`src/rtl/led_pkg.sv`:
```
// Shared types, state encoding and default parameters for the LED strip sequencer.
package led_pkg;

  typedef logic [23:0] rgb_t;  // GRB, MSB first

  typedef enum logic [2:0] {
    IDLE,
    FETCH,
    SEND,
    WAIT,
    LATCH
  } seq_state_t;

  localparam int DEF_NUM_LED      = 10;
  localparam int DEF_LATCH_CYCLES = 6000;

  // (c * (b + 1)) >> 8 in 16 bits: b = 255 is an exact pass-through.
  function automatic logic [7:0] scale_channel(input logic [7:0] c, input logic [7:0] b);
    logic [15:0] prod;
    prod = 16'(c) * (16'(b) + 16'd1);
    return prod[15:8];
  endfunction

  function automatic rgb_t scale_rgb(input rgb_t c, input logic [7:0] b);
    return {scale_channel(c[23:16], b), scale_channel(c[15:8], b), scale_channel(c[7:0], b)};
  endfunction

endpackage

```
`src/rtl/pixel_buffer.sv`:
```
// Simple dual-port pixel store: one write port, one read port with a registered read.
module pixel_buffer
  import led_pkg::*;
#(
  parameter int DEPTH = DEF_NUM_LED,
  parameter int AW    = 4
) (
  input  logic          clk_in,
  input  logic          wr_en_in,
  input  logic [AW-1:0] wr_addr_in,
  input  logic [23:0]   wr_data_in,
  input  logic [AW-1:0] rd_addr_in,
  output logic [23:0]   rd_data_out
);

  rgb_t mem_q [DEPTH];
  rgb_t rd_data_q;

  // NOTE: the pixel store deliberately has no reset, so frame contents survive rst_in.
  always_ff @(posedge clk_in) begin
    if (wr_en_in) begin
      mem_q[wr_addr_in] <= wr_data_in;
    end
    rd_data_q <= mem_q[rd_addr_in];
  end

  assign rd_data_out = rd_data_q;

endmodule

```
`src/rtl/led_strip_sequencer.sv`:
```
// Streams a buffered frame of pixels to a serial LED driver, then holds the latch gap.
// Optional: define SEQ_BRIGHTNESS_EN to scale every channel by brightness_in.
module led_strip_sequencer
  import led_pkg::*;
#(
  parameter int NUM_LED      = DEF_NUM_LED,
  parameter int LATCH_CYCLES = DEF_LATCH_CYCLES
) (
  input  logic        clk_in,
  input  logic        rst_in,
  input  logic        wr_en_in,
  input  logic [7:0]  wr_addr_in,
  input  logic [23:0] wr_data_in,
  input  logic        start_in,
  input  logic [7:0]  brightness_in,
  input  logic        finished_in,
  output logic [23:0] rgb_out,
  output logic        valid_out,
  output logic        busy_out,
  output logic        frame_done_out
);

  localparam int AW = (NUM_LED > 1) ? $clog2(NUM_LED) : 1;
  localparam int CW = $clog2(LATCH_CYCLES) + 1;
  localparam logic [7:0]    LAST_IDX = 8'(NUM_LED - 1);
  localparam logic [CW-1:0] LAST_CNT = CW'(LATCH_CYCLES - 1);

  seq_state_t    state_q, state_d;
  logic [7:0]    idx_q, idx_d;
  logic [CW-1:0] cnt_q, cnt_d;
  rgb_t          rgb_q, rgb_d;
  logic          valid_q, valid_d;
  logic          frame_done_q, frame_done_d;

  logic busy;
  logic wr_ok;
  rgb_t rd_data;
  rgb_t pix_scaled;

  assign busy = (state_q != IDLE);

  // The buffer is frozen for the whole frame; out-of-range writes never reach it.
  assign wr_ok = wr_en_in && !busy && ({1'b0, wr_addr_in} < 9'(NUM_LED));

  pixel_buffer #(
    .DEPTH (NUM_LED),
    .AW    (AW)
  ) u_pixel_buffer (
    .clk_in      (clk_in),
    .wr_en_in    (wr_ok),
    .wr_addr_in  (wr_addr_in[AW-1:0]),
    .wr_data_in  (wr_data_in),
    .rd_addr_in  (idx_q[AW-1:0]),
    .rd_data_out (rd_data)
  );

`ifdef SEQ_BRIGHTNESS_EN
  assign pix_scaled = scale_rgb(rd_data, brightness_in);
`else
  logic unused_brightness;
  assign unused_brightness = ^brightness_in;
  assign pix_scaled        = rd_data;
`endif

  // NOTE: every signal written here gets a default first, so no latches are inferred.
  always_comb begin
    state_d      = state_q;
    idx_d        = idx_q;
    cnt_d        = cnt_q;
    rgb_d        = rgb_q;
    valid_d      = 1'b0;
    frame_done_d = 1'b0;

    unique case (state_q)
      IDLE: begin
        // A start coinciding with the frame_done pulse belongs to the old frame.
        if (start_in && !frame_done_q) begin
          idx_d   = '0;
          state_d = FETCH;
        end
      end
      FETCH: state_d = SEND;
      SEND: begin
        rgb_d   = pix_scaled;
        valid_d = 1'b1;
        state_d = WAIT;
      end
      WAIT: begin
        if (finished_in) begin
          if (idx_q == LAST_IDX) begin
            cnt_d   = '0;
            state_d = LATCH;
          end else begin
            idx_d   = idx_q + 8'd1;
            state_d = FETCH;
          end
        end
      end
      LATCH: begin
        if (cnt_q == LAST_CNT) begin
          frame_done_d = 1'b1;
          state_d      = IDLE;
        end else begin
          cnt_d = cnt_q + CW'(1);
        end
      end
      default: state_d = IDLE;
    endcase
  end

  // NOTE: sequential state is updated with non-blocking assignments only.
  always_ff @(posedge clk_in) begin
    if (rst_in) begin
      state_q      <= IDLE;
      idx_q        <= '0;
      cnt_q        <= '0;
      rgb_q        <= '0;
      valid_q      <= 1'b0;
      frame_done_q <= 1'b0;
    end else begin
      state_q      <= state_d;
      idx_q        <= idx_d;
      cnt_q        <= cnt_d;
      rgb_q        <= rgb_d;
      valid_q      <= valid_d;
      frame_done_q <= frame_done_d;
    end
  end

  assign rgb_out        = rgb_q;
  assign valid_out      = valid_q;
  assign busy_out       = busy;
  assign frame_done_out = frame_done_q;

endmodule

```
`config.mk`:
```
export PLATFORM = sky130hd
export DESIGN_NAME = led_strip_sequencer
export DESIGN_NICKNAME = d
export VERILOG_FILES = /design/src/rtl/led_pkg.sv /design/src/rtl/pixel_buffer.sv /design/src/rtl/led_strip_sequencer.sv
export SDC_FILE = /design/constraint.sdc
export NUM_CORES = 1
export LEC_CHECK = 0
export BUFFER_PORTS_ARGS = -buffer_cell sky130_fd_sc_hd__buf_2
export CAP_MARGIN = 10
export CORE_ASPECT_RATIO = 0.5
export CORE_MARGIN = 5
export CORE_UTILIZATION = 64
export CTS_CLUSTER_SIZE = 12
export DETAILED_ROUTE_END_ITERATION = 16
export GPL_TIMING_DRIVEN = 0
export HOLD_SLACK_MARGIN = 0.03
export PLACE_DENSITY = 0.83
export SKIP_CTS_REPAIR_TIMING = 1
export SLEW_MARGIN = 20
export SYNTH_ARGS = -nofsm -noshare
export SYNTH_HDL_FRONTEND = slang
export SYNTH_HIERARCHICAL = 1
export SYNTH_SLANG_ARGS = --single-unit
export TNS_END_PERCENT = 10
```
`constraint.sdc`:
```
create_clock -name clk_in -period 6.5 [get_ports clk_in]
set_input_delay 0.65 -clock clk_in [delete_from_list [all_inputs] [get_ports clk_in]]
set_output_delay 0.65 -clock clk_in [all_outputs]
set_load 0.01 [all_outputs]
```
==> flow_metrics.py <==
metrics = {
    "sta": {
        "worst_slew_pin_slew_ns": 0.876,
        "min_period_ns": 3.42,
        "setup_tns_ns": 0,
        "final-hold-violation-count": 0,
        "fin_skew_ns": 0.00968,
        "slew_headroom": 0.416,
        "setup_violations": 0,
        "slew_viol_final": 0,
        "finalCritPeriodShare": 0.526,
        "rsz0062_at_grt": "false",
        "fmax_ghz": 0.293,
    },
    "synth": {
        "postSynthCellCount": 814,
        "synthesis.area_sq_um": 12200,
        "synth_cell_types": 60,
        "post-synth-top-count-cell": "edfxtp_1",
        "yosys-top-cells-count": "240 x edfxtp_1, 81 x nand2_1, 75 x dfxtp_1, 73 x mux2_2, 48 x mux2i_1",
        "synth_area_per_cell_sq_um": 15.0,
        "ys_seq_area_frac": 0.712,
        "synth_top_area_share": 0.589,
        "yosysTopAreaCell": "edfxtp_1",
        "ys_async_sr_fraction": 0,
        "yosysWarnings": 6,
        "synth_area_leaders": "edfxtp_1 59%, dfxtp_1 12%, mux2_2 6.7%",
        "synth-seq-cells": 315,
        "synth_edf_count": 240,
        "ys.flop_type": "edfxtp_1",
        "syn-num-nets": 862,
    },
    "clock_network": {
        "clk_pin_slew_worst_paths_ns": 0.06,
        "cts_max_path_buffers": 3,
        "cts_max_level": 1,
        "cts_num_sinks": 315,
        "numCtsBuffers": 30,
        "cts-root-buf": "clkbuf_16",
        "clock_latency_ns": 0.55,
        "cts_tree": "yes",
    },
    "floorplan": {
        "die-area_sq_um": 22200,
        "row_count": 35,
        "die_y_microns": 108,
        "die_width_microns": 206,
        "ioPinCount": 72,
        "core_region_area_sq_um": 18600,
        "initial_utilization": 0.658,
    },
    "grt": {
        "grt_pass1_wl_microns": 44400,
        "grt_util_met1": 0.354,
        "top_usage_layer": "met2",
        "grtUsageTotal": 0.265,
        "grtUsageMet3": 0.0599,
        "grt_max_degree": 19,
        "grt_pass1_vias": 7764,
        "met2_usage": 0.438,
        "gr-total-overflow": 0,
        "antenna_found_initial": 1,
    },
    "min_path": {
        "hp-start": "wr_data_in[10]",
        "hp-class": "input pin to flip-flop",
        "hold_depth": 1,
        "worst_hold_path.endpoint": "u_pixel_buffer/mem_q[5][10]",
    },
    "worst_setup_path": {
        "r2r_setup_slack_ns": 3.08,
        "regToRegStartpoint": "state_q[2]",
        "r2r_cells": 7,
        "path_class": "flip-flop to flip-flop",
        "rr_endpoint": "u_pixel_buffer/mem_q[0][14]",
        "arrival_ns": 3.67,
        "worstPathRequired_ns": 6.75,
        "crit_path_max_fanout": 10,
        "setup.worst_path.start_class": "flip-flop",
        "endpoint_kind": "flip-flop",
    },
    "routing": {
        "ant_nets": 0,
        "dr.pass1.iters": 5,
        "drcViolationCount": 0,
        "drtIter0Drc": 729,
        "wire_per_inst_microns": 24.0,
        "vias": 7586,
        "drt-total-wl_microns": 29000,
        "post_drt_via_cell_ratio": 6.29,
    },
    "pwr": {
        "power.share.clock": 0.399,
        "cell_internal_pwr_mw": 3.13,
        "power_frac_seq": 0.551,
        "swShare": 0.212,
        "total_power_mw": 3.97,
        "ir_drop_mv": 0.198,
        "power_switching_mw": 0.841,
        "power_density_nw_per_um2": 282,
        "comb_power_share": 0.049,
        "leakage_nw": 4.61,
    },
    "final_layout": {
        "seqCellArea_sq_um": 8710,
        "fin_nets": 973,
        "drive_gt1_frac": 0.228,
        "multi_input_area_sq_um": 3340,
        "nFillCells": 1042,
        "syn_to_final_growth_pct": 15.1,
        "utilization": 0.757,
        "n_antenna_cell": 0,
    },
    "place": {
        "io_buffers": 63,
        "gp_congestion": 0.826,
        "hpwlAfterDp_microns": 17900,
    },
    "job": {
        "cap_viol_max_count": 0,
    },
    "status": {
        "outcome": "finished clean",
    },
}
per-stage QoR:
step / hold WS, ns / worst slack, ns / instances / cell area (sq um)
after floorplan: 0.417 / 2.78 / 814 / 12200
after global placement: 0.422 / 1.04 / 1136 / 12900
after detailed placement: 0.430 / 3.21 / 1152 / 13200
after CTS: 0.377 / 3.13 / 1207 / 14100
after global routing: 0.391 / 2.93 / 1207 / 14100
final: 0.388 / 3.08 / 1207 / 14100
per-layer routing:
layer / vias up / share of wire
li1: 3375 / -
met4: 2 / 0.027
met2: 387 / 0.48
met1: 3754 / 0.40
met5: - / 0.00045
met3: 68 / 0.092
critical path, stage by stage, from the launching register on:
cell	delay, ns
dfxtp_1	0.34
clkbuf_1	0.23
nor3_1	0.60
and4_1	0.39
or3b_2	0.60
nor3_2	0.48
buf_4	0.27
buf_4	0.20
cell type report:
| class | instances | share of cell area |
|---|---|---|
| Clock inverter | 2 | 0.00178 |
| Multi-Input combinational cell | 444 | 0.237 |
| Tap cell | 259 | 0.0230 |
| Buffer | 44 | 0.0155 |
| Sequential cell | 315 | 0.618 |
| Clock buffer | 53 | 0.0601 |
| Inverter | 11 | 0.00293 |
| Timing Repair Buffer | 79 | 0.0417 |
state kept, by name, summed over array words and instances (netlist names):
name                        cells
u_pixel_buffer/mem_q          240
rgb_out                        24
u_pixel_buffer/rd_data_out     24
cnt_q                          14
idx_q                           8
state_q                         3
frame_done_out                  1
valid_out                       1
power groups by stage:
stage	Clock, mW	Sequential (mW)	Combinational (mW)
after floorplan	0	2.24	0.104
after global placement	0	2.23	0.180
after detailed placement	0	2.23	0.190
after CTS	1.60	2.19	0.194
after global routing	1.70	2.19	0.210
final	1.59	2.19	0.196
cell families after synthesis:
group,count (synthesis),share of synthesized area
AO/OA/AOI/OAI,137,0.0801
XOR/XNOR,4,0.00286
adder cells (fa/ha/maj),3,0.00307
buffers and inverters,55,0.0212
flip-flops,315,0.712
multiplexers,122,0.107
AND/OR/NAND/NOR,178,0.0739
worst max path at each step:
stage | start | endpoint | cells after the start
floorplan | wr_addr_in[6] | u_pixel_buffer/mem_q[0][0] | 4
global placement | state_q[2] | u_pixel_buffer/mem_q[0][14] | 5
CTS | state_q[2] | u_pixel_buffer/mem_q[0][14] | 7
detailed placement | state_q[2] | u_pixel_buffer/mem_q[0][14] | 7
global route | state_q[2] | u_pixel_buffer/mem_q[0][14] | 7
finish | state_q[2] | u_pixel_buffer/mem_q[0][14] | 7
cells in the final DEF (no fill, tap or decap), drive strengths merged, types with 7 or more instances in the layout:
| cell type | synthesis | final |
|---|---|---|
| o31ai | 24 | 24 |
| edfxtp | 240 | 240 |
| a22o | 24 | 24 |
| nor2 | 20 | 20 |
| o21ai | 7 | 7 |
| inv | 11 | 12 |
| nor3 | 8 | 8 |
| mux2i | 48 | 48 |
| clkbuf | 27 | 80 |
| nand2 | 81 | 81 |
| nand3 | 15 | 15 |
| o22ai | 25 | 25 |
| nand2b | 8 | 8 |
| a21oi | 27 | 27 |
| mux2 | 74 | 74 |
| buf | 17 | 96 |
| and3 | 7 | 7 |
| dfxtp | 75 | 75 |
No activity file was read; power rests on OpenSTA's default activity.
